### src/rtl/mux_port_arbiter.sv
`default_nettype none
//-----------------------------------------------------------------------------
// Module   : mux_port_arbiter
// Purpose  : Round-robin arbiter sharing one 32-bit datapath resource among
//            four requesters. Drives the 2-bit select of the mux4_1 steering
//            logic and holds each grant until the resource reports done.
// Revision : 1.0 - initial release
//-----------------------------------------------------------------------------
// Ports
//   Clk      in   1  rising-edge clock
//   Reset_n  in   1  synchronous, active-low reset
//   req      in   4  request per requester (bit i = requester i)
//   done     in   1  shared resource finished current transaction
//   grant    out  4  one-hot grant, registered
//   sel      out  2  index of granted requester, registered
//   start    out  1  pulse in the first BUSY cycle of each grant
//   busy     out  1  high while a grant is held
//   timeout  out  1  pulse on forced release (ARB_TIMEOUT_EN only)
// Configuration
//   ARB_TIMEOUT_EN : when defined, a grant held MAX_HOLD cycles without done
//                    is forcibly released. When undefined, timeout is tied 0
//                    and BUSY waits indefinitely for done.
//-----------------------------------------------------------------------------
module mux_port_arbiter #(
   parameter int MAX_HOLD  = 16,
   parameter int TIMEOUT_W = 5
) (
   input  logic       Clk,
   input  logic       Reset_n,
   input  logic [3:0] req,
   input  logic       done,
   output logic [3:0] grant,
   output logic [1:0] sel,
   output logic       start,
   output logic       busy,
   output logic       timeout
);

   typedef enum logic [0:0] {
      IDLE = 1'b0,
      BUSY = 1'b1
   } state_t;

   state_t     state;
   state_t     state_nxt;
   logic [1:0] ptr;
   logic [1:0] ptr_nxt;
   logic [3:0] grant_nxt;
   logic [1:0] sel_nxt;
   logic       start_nxt;
   logic       busy_nxt;
   logic [1:0] winner;
   logic       force_rel;

   // Priority scan starting at ptr. Iterating from the farthest offset down
   // to offset 0 lets the nearest set request overwrite the others.
   always_comb begin
      logic [1:0] idx;
      idx    = 2'd0;
      winner = ptr;
      for (int k = 3; k >= 0; k--) begin
         idx = ptr + 2'(k);
         if (req[idx]) begin
            winner = idx;
         end
      end
   end

`ifdef ARB_TIMEOUT_EN
   logic [TIMEOUT_W-1:0] hold;
   logic [TIMEOUT_W-1:0] hold_nxt;
   logic                 timeout_nxt;

   // A coincident done takes priority, so force_rel requires done low.
   assign force_rel = (state == BUSY) && !done &&
                      (hold == TIMEOUT_W'(MAX_HOLD - 1));

   always_comb begin
      hold_nxt    = hold;
      timeout_nxt = 1'b0;
      if (state == IDLE) begin
         if (|req) begin
            hold_nxt = '0;
         end
      end else if (!done) begin
         hold_nxt    = hold + TIMEOUT_W'(1);
         timeout_nxt = force_rel;
      end
   end

   always_ff @(posedge Clk) begin
      if (!Reset_n) begin
         hold    <= '0;
         timeout <= 1'b0;
      end else begin
         hold    <= hold_nxt;
         timeout <= timeout_nxt;
      end
   end
`else
   // Hold limit parameters only matter when the timeout feature is built.
   logic unused_cfg;
   assign unused_cfg = (MAX_HOLD > 0) ^ (TIMEOUT_W > 0);
   assign force_rel  = 1'b0;
   assign timeout    = 1'b0;
`endif

   // Next-state and registered-output logic.
   always_comb begin
      state_nxt = state;
      ptr_nxt   = ptr;
      grant_nxt = grant;
      sel_nxt   = sel;
      start_nxt = 1'b0;
      busy_nxt  = busy;
      case (state)
         IDLE: begin
            if (|req) begin
               state_nxt = BUSY;
               grant_nxt = 4'b0001 << winner;
               sel_nxt   = winner;
               busy_nxt  = 1'b1;
               start_nxt = 1'b1;
            end
         end
         BUSY: begin
            // req is deliberately ignored here; sel keeps the last winner.
            if (done || force_rel) begin
               state_nxt = IDLE;
               grant_nxt = 4'b0000;
               busy_nxt  = 1'b0;
               ptr_nxt   = sel + 2'd1;
            end
         end
         default: begin
            state_nxt = IDLE;
            grant_nxt = 4'b0000;
            busy_nxt  = 1'b0;
         end
      endcase
   end

   always_ff @(posedge Clk) begin
      if (!Reset_n) begin
         state <= IDLE;
         ptr   <= 2'd0;
         grant <= 4'b0000;
         sel   <= 2'd0;
         start <= 1'b0;
         busy  <= 1'b0;
      end else begin
         state <= state_nxt;
         ptr   <= ptr_nxt;
         grant <= grant_nxt;
         sel   <= sel_nxt;
         start <= start_nxt;
         busy  <= busy_nxt;
      end
   end

endmodule
`default_nettype wire

### config.mk
export PLATFORM = sky130hd
export DESIGN_NAME = mux_port_arbiter
export DESIGN_NICKNAME = d
export VERILOG_FILES = /design/src/rtl/mux_port_arbiter.sv
export SDC_FILE = /design/constraint.sdc
export NUM_CORES = 1
export LEC_CHECK = 0
export BUFFER_PORTS_ARGS = -buffer_cell sky130_fd_sc_hd__buf_2
export CAP_MARGIN = 0
export CORE_AREA = 2 2 39 41
export DETAILED_ROUTE_END_ITERATION = 8
export DIE_AREA = 0 0 41 43
export GPL_TIMING_DRIVEN = 0
export HOLD_SLACK_MARGIN = 0.02
export PLACE_DENSITY = 0.66
export SLEW_MARGIN = 10
export SYNTH_ARGS = -nofsm -noshare
export SYNTH_HDL_FRONTEND = slang
export SYNTH_SLANG_ARGS = --single-unit
### constraint.sdc
create_clock -name Clk -period 1.38 [get_ports Clk]
set_clock_uncertainty 0.2 [all_clocks]
set_input_delay 0.276 -clock Clk [delete_from_list [all_inputs] [get_ports Clk]]
set_output_delay 0.276 -clock Clk [all_outputs]
set_load 0.05 [all_outputs]
==> flow_summary_export.csv, run 1 <==
group,metric,value,unit
timing,timing.hold.ws,0.0405,ns
global_routing,grt_max_degree,11,
power,p_sw_share,32.2,%
floorplan,start_util,37.1,%
synthesis,ys_ff_latch,11,
power,vdd_ir_drop_max,0.664,mV
outcome,violations,"negative setup slack",
synthesis,yosysTopAreaCell,"dfxtp_1",
floorplan,io_pins,16,
routing,drtAntennaViolNets,0,
global_routing,grt_pass1_vias,428,
routing,viasPerCell,5.01,
global_routing,grtUsageTotal,15.2,%
critical_path,crit_path_end_kind,"register",
critical_path,worst-path-buf-inv,0,
synthesis,synth_area_per_cell,8.02,µm²
routing,remaining_drc_errors,0,
power,power_switching,0.252,mW
job,cap_violations,0,
critical_path,r2r.worst_path.cells,5,
critical_path,r2r_setup_slack,-0.16,ns
critical_path,crit_type,"reg2reg",
critical_path,crit_path_top_delay_cell,"dfxtp_2",
critical_path,critPathArrivalTime,1.53,ns
critical_path,start_kind,"register",
global_routing,grt_pass1_wl,1780,µm
synthesis,synth.mux.area_fraction,0,%
clock_tree,h-tree-depth,1,
placed_design,portBuffers,14,
synthesis,post_synth_xor_area_fraction,1.71,%
synthesis,synth_compound_area_share,20.7,%
critical_path,cp.required,1.37,ns
timing,period_share,111,%
power,power.internal,0.531,mW
clock_tree,clkLatencyLatePin,0.26,ns
timing,setup_viol,6,
synthesis,netlist_area,513,µm²
routing,drt_iter0_markers,13,
clock_tree,cts.sinks,11,
synthesis,synth_edf_count,0,
min_path,holdCritStartpoint,"Reset_n",
synthesis,seq_area_frac_synth,42.9,%
min_path,min_to,"state",
timing,fin_ws,-0.158,ns
synthesis,synth_ff_type,"dfxtp_1",
power,power_frac_comb,27.4,%
clock_tree,cts_buffers,3,
critical_path,cpMostUsedCell,"or3_1",
clock_tree,cts_root_buf,"clkbuf_4",
synthesis,synth_most_common_cell,"dfxtp_1",
synthesis,ys_async_sr_fraction,0,%
power,clkPwrFrac,26.8,%
global_routing,antenna_found_initial,0,
critical_path,cpPeakStageDelay,0.34,ns
floorplan,die_h,43,µm
critical_path,r2r_start,"ptr[1]",
timing,hold_viol,0,
synthesis,yosys-top-cells-area,"dfxtp_1 43%, a21oi_1 8.8%, nand2_1 5.1%, nor2_1 5.1%, nand3_1 4.9%",
clock_tree,cts.path.max_buffers,2,
synthesis,yosys.area_share.simple,28.0,%
synthesis,netlist_instances,64,
routing,vias,501,
synthesis,synth_top_area_share,42.9,%
clock_tree,clk_pin_slew,0.06,ns
critical_path,cp_top_family,"simple AND/OR/NAND/NOR gates",
routing,wirelength,1080,µm
floorplan,core_area,1380,µm²
power,leakage,0.290,nW
timing,final.setup.tns,-0.564,ns
floorplan,dieArea,1760,µm²
global_routing,grt_remaining_overflow,0,
layout,drive_gt1_share,34.5,%
placed_design,place.detailed.hpwl,780,µm
synthesis,synth.net_count,71,
timing,slew_viol_final,0,
placed_design,gp_congestion,0.779,
timing,max_freq,650,MHz
power,powerDensity,1160,nW/µm²
floorplan,fp-row-count,14,
timing,finalWorstPathRequiredPeriod,1.54,ns
critical_path,r2r_end,"grant[1]",
routing,dr.pass1.iters,4,
synthesis,ys_warn_count,0,
synthesis,synthAdderAreaFrac,0,%
critical_path,cp_max_fo,5,
clock_tree,cts_tree,"done",
timing,rsz0062_at_grt,"true",
routing,wl_per_cell,10.8,µm
synthesis,synth_top_family_by_area,"simple AND/OR/NAND/NOR gates",
clock_tree,cts_hold_buffers,0,
layout,diodes,0,
min_path,whs_path_depth,3,
min_path,hold_path_class,"in2reg",
synthesis,ys_top_cells_by_count,"11 x dfxtp_1, 9 x a21oi_1, 7 x nand2_1, 7 x nor2_1, 5 x nand3_1",
layout,final_nets,92,
critical_path,cp_cell_sequence,"or3_1 > o21ai_2 > o31ai_2 > or3_1 > a21oi_1",
synthesis,ys_types,25,
floorplan,die_w,41,µm
outcome,status,"complete, but fails checks",
power,seqPwrFrac,45.8,%
layout,area_delta_synth_final,32.0,%
==> repair_timing <==
action                                  CTS  global route
endpoints found under the hold margin     0             0
gates resized for setup                   6             3
endpoints found under the setup margin    7             9
buffers inserted                          1             1
pin swaps                                 4             1
==> cell usage in the layout (no fill, tap or decap) <==
master     netlist  layout
a211oi_1         1       1
a21oi_1          9       9
a21oi_2          1       1
a2bb2oi_1        1       1
buf_2            0      10
buf_4            1       4
buf_6            1       2
clkbuf_1         0       1
clkbuf_4         0       5
clkinv_1         1       1
conb_1           1       1
dfxtp_1         11       9
dfxtp_2          0       2
inv_1            2       2
nand2_1          7       7
nand3_1          5       5
nand3b_1         1       1
nor2_1           7       7
nor2b_1          3       3
nor4_2           0       1
o21ai_0          2       1
o21ai_1          1       1
o21ai_2          0       1
o221ai_2         0       1
o31ai_2          1       1
or2_1            1       1
or2_2            1       1
or3_1            2       2
or3b_1           1       1
xor2_1           1       1
==> flip-flops by register name (all words and copies together) (netlist names) <==
register,count
grant,4
start,1
busy,1
ptr,2
sel,2
state,1
==> metal layers <==
layer | track usage (%) | wire length, µm | part of all wire [%] | vias to the layer above
met5 | 0 | 0 | 0 | -
met4 | 6.00 | 14 | 1.3 | 0
met3 | 7.85 | 52 | 4.8 | 2
met2 | 21.9 | 498 | 46 | 15
met1 | 18.4 | 510 | 47 | 222
li1 | - | - | - | 262
==> worst max path at each step <==
stage	startpoint	endpoint	slack, ns	depth (start not counted)
floorplan	ptr[1]	grant[1]	-0.14	5
global placement	req[0]	grant[3]	-0.37	6
detailed placement	req[0]	grant[3]	-0.37	6
CTS	ptr[1]	grant[3]	-0.19	5
global route	ptr[1]	grant[3]	-0.22	5
finish	ptr[1]	grant[1]	-0.16	5
==> cells by family (layout without fill, tap and decap cells) <==
family	Yosys count	after routing
AOI/OAI and AO/OA	17	17
xor gates and xnor gates	1	1
buffers and inverters	5	25
DFF	11	11
other	1	1
and+or+nand+nor	29	29
==> per-stage QoR <==
| stage | power [mW] | cell area (µm²) | utilization (%) | setup slack [ns] | cells |
|---|---|---|---|---|---|
| after global placement | 0.555 | 611 | 44.1 | -0.371 | 94 |
| after global routing | 0.835 | 677 | 48.9 | -0.222 | 100 |
| final | 0.783 | 677 | 48.9 | -0.158 | 100 |
| after detailed placement | 0.557 | 611 | 44.1 | -0.372 | 94 |
| after floorplan | 0.509 | 520 | - | -0.143 | 64 |
| after CTS | 0.785 | 661 | 47.7 | -0.194 | 99 |
==> power by group through the flow <==
| stage | registers, mW | clock network [mW] | logic (mW) |
|---|---|---|---|
| global route | 0.363 | 0.240 | 0.232 |
| finish | 0.359 | 0.210 | 0.214 |
| CTS | 0.359 | 0.221 | 0.205 |
| floorplan | 0.422 | 0 | 0.0867 |
| detailed placement | 0.365 | 0 | 0.192 |
| global placement | 0.363 | 0 | 0.191 |
==> worst reg2reg max path: stages (launching register included) <==
cell and delay, ns:
dfxtp_2 0.34, or3_1 0.32, o21ai_2 0.07, o31ai_2 0.08, or3_1 0.31, a21oi_1 0.14
==> cell type report <==
| cell class | count | area (µm²) |
|---|---|---|
| inverter | 3 | 11.3 |
| buffer | 2 | 18.8 |
| tap | 16 | 20.0 |
| timing repair buffer | 16 | 98.8 |
| fill | 150 | 707 |
| clock buffer | 4 | 26.3 |
| multi-input combinational | 48 | 279 |
| sequential | 11 | 223 |
Power figures use the tool's default switching activity.
==> run 2: changes to the inputs <==
==> constraint.sdc (replaced) <==
create_clock -name Clk -period 1.38 [get_ports Clk]
set_clock_uncertainty 0.2 [all_clocks]
set_input_delay 0.138 -clock Clk [delete_from_list [all_inputs] [get_ports Clk]]
set_output_delay 0.138 -clock Clk [all_outputs]
set_load 0.005 [all_outputs]
==> flow_summary_export.csv, run 2 (synthesis gave the netlist of run 1 again) <==
group,metric,value,unit
critical_path,cp.required,1.38,ns
clock_tree,cts_tree,"done",
placed_design,dp_slack,-0.236,ns
clock_tree,h-tree-depth,1,
floorplan,fp-row-count,14,
timing,setup_viol,5,
power,leakage,0.308,nW
critical_path,r2r.worst_path.cells,5,
global_routing,grt_remaining_overflow,0,
global_routing,grtUsageTotal,13.5,%
critical_path,crit_path_top_delay_cell,"or3_4",
critical_path,worstSetupStartpoint,"ptr[1]",
min_path,holdCritStartpoint,"req[2]",
routing,drt_iter0_markers,11,
timing,hold_viol,0,
placed_design,place.detailed.hpwl,720,µm
critical_path,cp_cell_sequence,"or3_4 > o21ai_4 > o31ai_4 > or3_4 > a21oi_2",
outcome,violations,"negative setup slack",
power,powerDensity,1030,nW/µm²
power,vdd_ir_drop_max,0.392,mV
floorplan,start_util,37.1,%
placed_design,gp_congestion,0.754,
layout,reg_top3,"grant: 4 flops, ptr: 2 flops, sel: 2 flops",
critical_path,crit_path_end_kind,"register",
clock_tree,cts.sinks,11,
critical_path,worstSetupEndpoint,"grant[1]",
layout,largest_register_ff_count,4,
global_routing,grt_pass1_vias,419,
timing,period_share,121,%
routing,vias,505,
critical_path,cp_top_family,"simple AND/OR/NAND/NOR gates",
min_path,hold_path_class,"in2reg",
floorplan,core_area,1380,µm²
critical_path,start_kind,"register",
power,p_total,0.757,mW
critical_path,worst-path-buf-inv,0,
timing,rsz0062_at_grt,"true",
routing,viasPerCell,4.95,
layout,largest_register,"grant",
timing,fin_ws,-0.291,ns
global_routing,grt_pass1_wl,1690,µm
clock_tree,clkLatencyLatePin,0.26,ns
layout,drive_gt1_share,39.5,%
critical_path,cpPeakStageDelay,0.41,ns
layout,area_delta_synth_final,42.9,%
layout,mostFrequentLayoutCell,"buf_2",
timing,max_freq,598,MHz
routing,wl_per_cell,11.3,µm
critical_path,r2r_start,"ptr[1]",
critical_path,r2r_setup_slack,-0.29,ns
layout,layout_common_cells,"14 x buf_2, 9 x dfxtp_1, 7 x nand2_1, 7 x nor2_1, 7 x a21oi_1",
routing,dr.pass1.iters,6,
timing,slew_viol_final,0,
floorplan,die_h,43,µm
global_routing,grt_max_degree,11,
critical_path,cpMostUsedCell,"or3_4",
placed_design,portBuffers,14,
layout,fillCellCount,139,
routing,wirelength,1160,µm
floorplan,die_w,41,µm
clock_tree,cts.path.max_buffers,2,
critical_path,critPathArrivalTime,1.67,ns
timing,finalWorstPathRequiredPeriod,1.67,ns
layout,diodes,0,
outcome,status,"complete, but fails checks",
layout,final_nets,94,
routing,remaining_drc_errors,0,
clock_tree,cts_root_buf,"clkbuf_4",
floorplan,io_pins,16,
critical_path,r2r_end,"grant[1]",
routing,drtAntennaViolNets,0,
critical_path,crit_type,"reg2reg",
clock_tree,cts_buffers,3,
timing,timing.hold.ws,0.0506,ns
global_routing,antenna_found_initial,0,
critical_path,worst-path-stages,5,
floorplan,dieArea,1760,µm²
clock_tree,clk_pin_slew,0.07,ns
job,cap_violations,0,
critical_path,cp_max_fo,5,
==> run 2: changes by cell type in the layout (fill, tap and decap cells not counted), sizes merged <==
cell | previous run | this run
clkbuf | 6 | 4
buf | 16 | 19
dlygate4sd3 | 0 | 1
==> run 2: area by class of cell <==
| class | instances | area, µm² | share of cell area [%] |
|---|---|---|---|
| Timing Repair Buffer | 18 | 110 | 15.0 |
| Clock buffer | 4 | 26.3 | 3.58 |
| Buffer | 2 | 18.8 | 2.56 |
| Inverter | 3 | 11.3 | 1.54 |
| Tap cell | 16 | 20.0 | 2.73 |
| Multi-Input combinational cell | 48 | 324 | 44.2 |
| Sequential cell | 11 | 223 | 30.4 |
==> run 2: tightest hold or removal path, cell delays in order <==
cell	delay (ns)
buf_2	0.13
nor4_1	0.08
a21oi_1	0.13
==> run 2: per-stage QoR <==
| stage | instance area, µm² | util [%] | setup TNS (ns) | cells |
|---|---|---|---|---|
| 6_report | 733 | 53.0 | -0.735 | 102 |
| 5_1_grt | 733 | 53.0 | -1.13 | 102 |
| 4_1_cts | 671 | 48.5 | -0.723 | 102 |
| 3_5_place_dp | 604 | 43.7 | -1.02 | 94 |
| 3_3_place_gp | 604 | 43.7 | -1.10 | 94 |
| 2_1_floorplan | 514 | - | -0.245 | 64 |
==> run 2: repair_timing <==
action,CTS,global route
hold buffers,1,0
gates cloned,0,0
setup buffers,3,0
resized for setup,3,11
pin swaps,2,4
setup endpoints to repair,5,6
endpoints found under the hold margin,1,0
==> run 2: worst min path at each step <==
stage          slack, ns    end  cells after the start
2_1_floorplan       0.05  state                      2
6_report            0.05  state                      3
4_1_cts             0.03  state                      3
5_1_grt             0.07  state                      3
3_3_place_gp        0.17  state                      3
3_5_place_dp        0.18  state                      3
==> run 2: per-layer routing <==
layer | part of all wire [%] | vias up | track usage (%)
met1 | 48 | 225 | 19.7
met2 | 47 | 19 | 19.4
met4 | 0 | 0 | 4.00
li1 | - | 261 | -
met3 | 5.4 | 0 | 3.14
met5 | 0 | - | 0
==> run 2: report_power, final <==
part	switching (mW)	leakage (nW)	total (mW)	internal, mW
logic	0.0912	0.202	0.180	0.0888
registers	0.0150	0.0914	0.357	0.342
clock network	0.109	0.0150	0.221	0.112
total	0.215	0.308	0.757	0.542
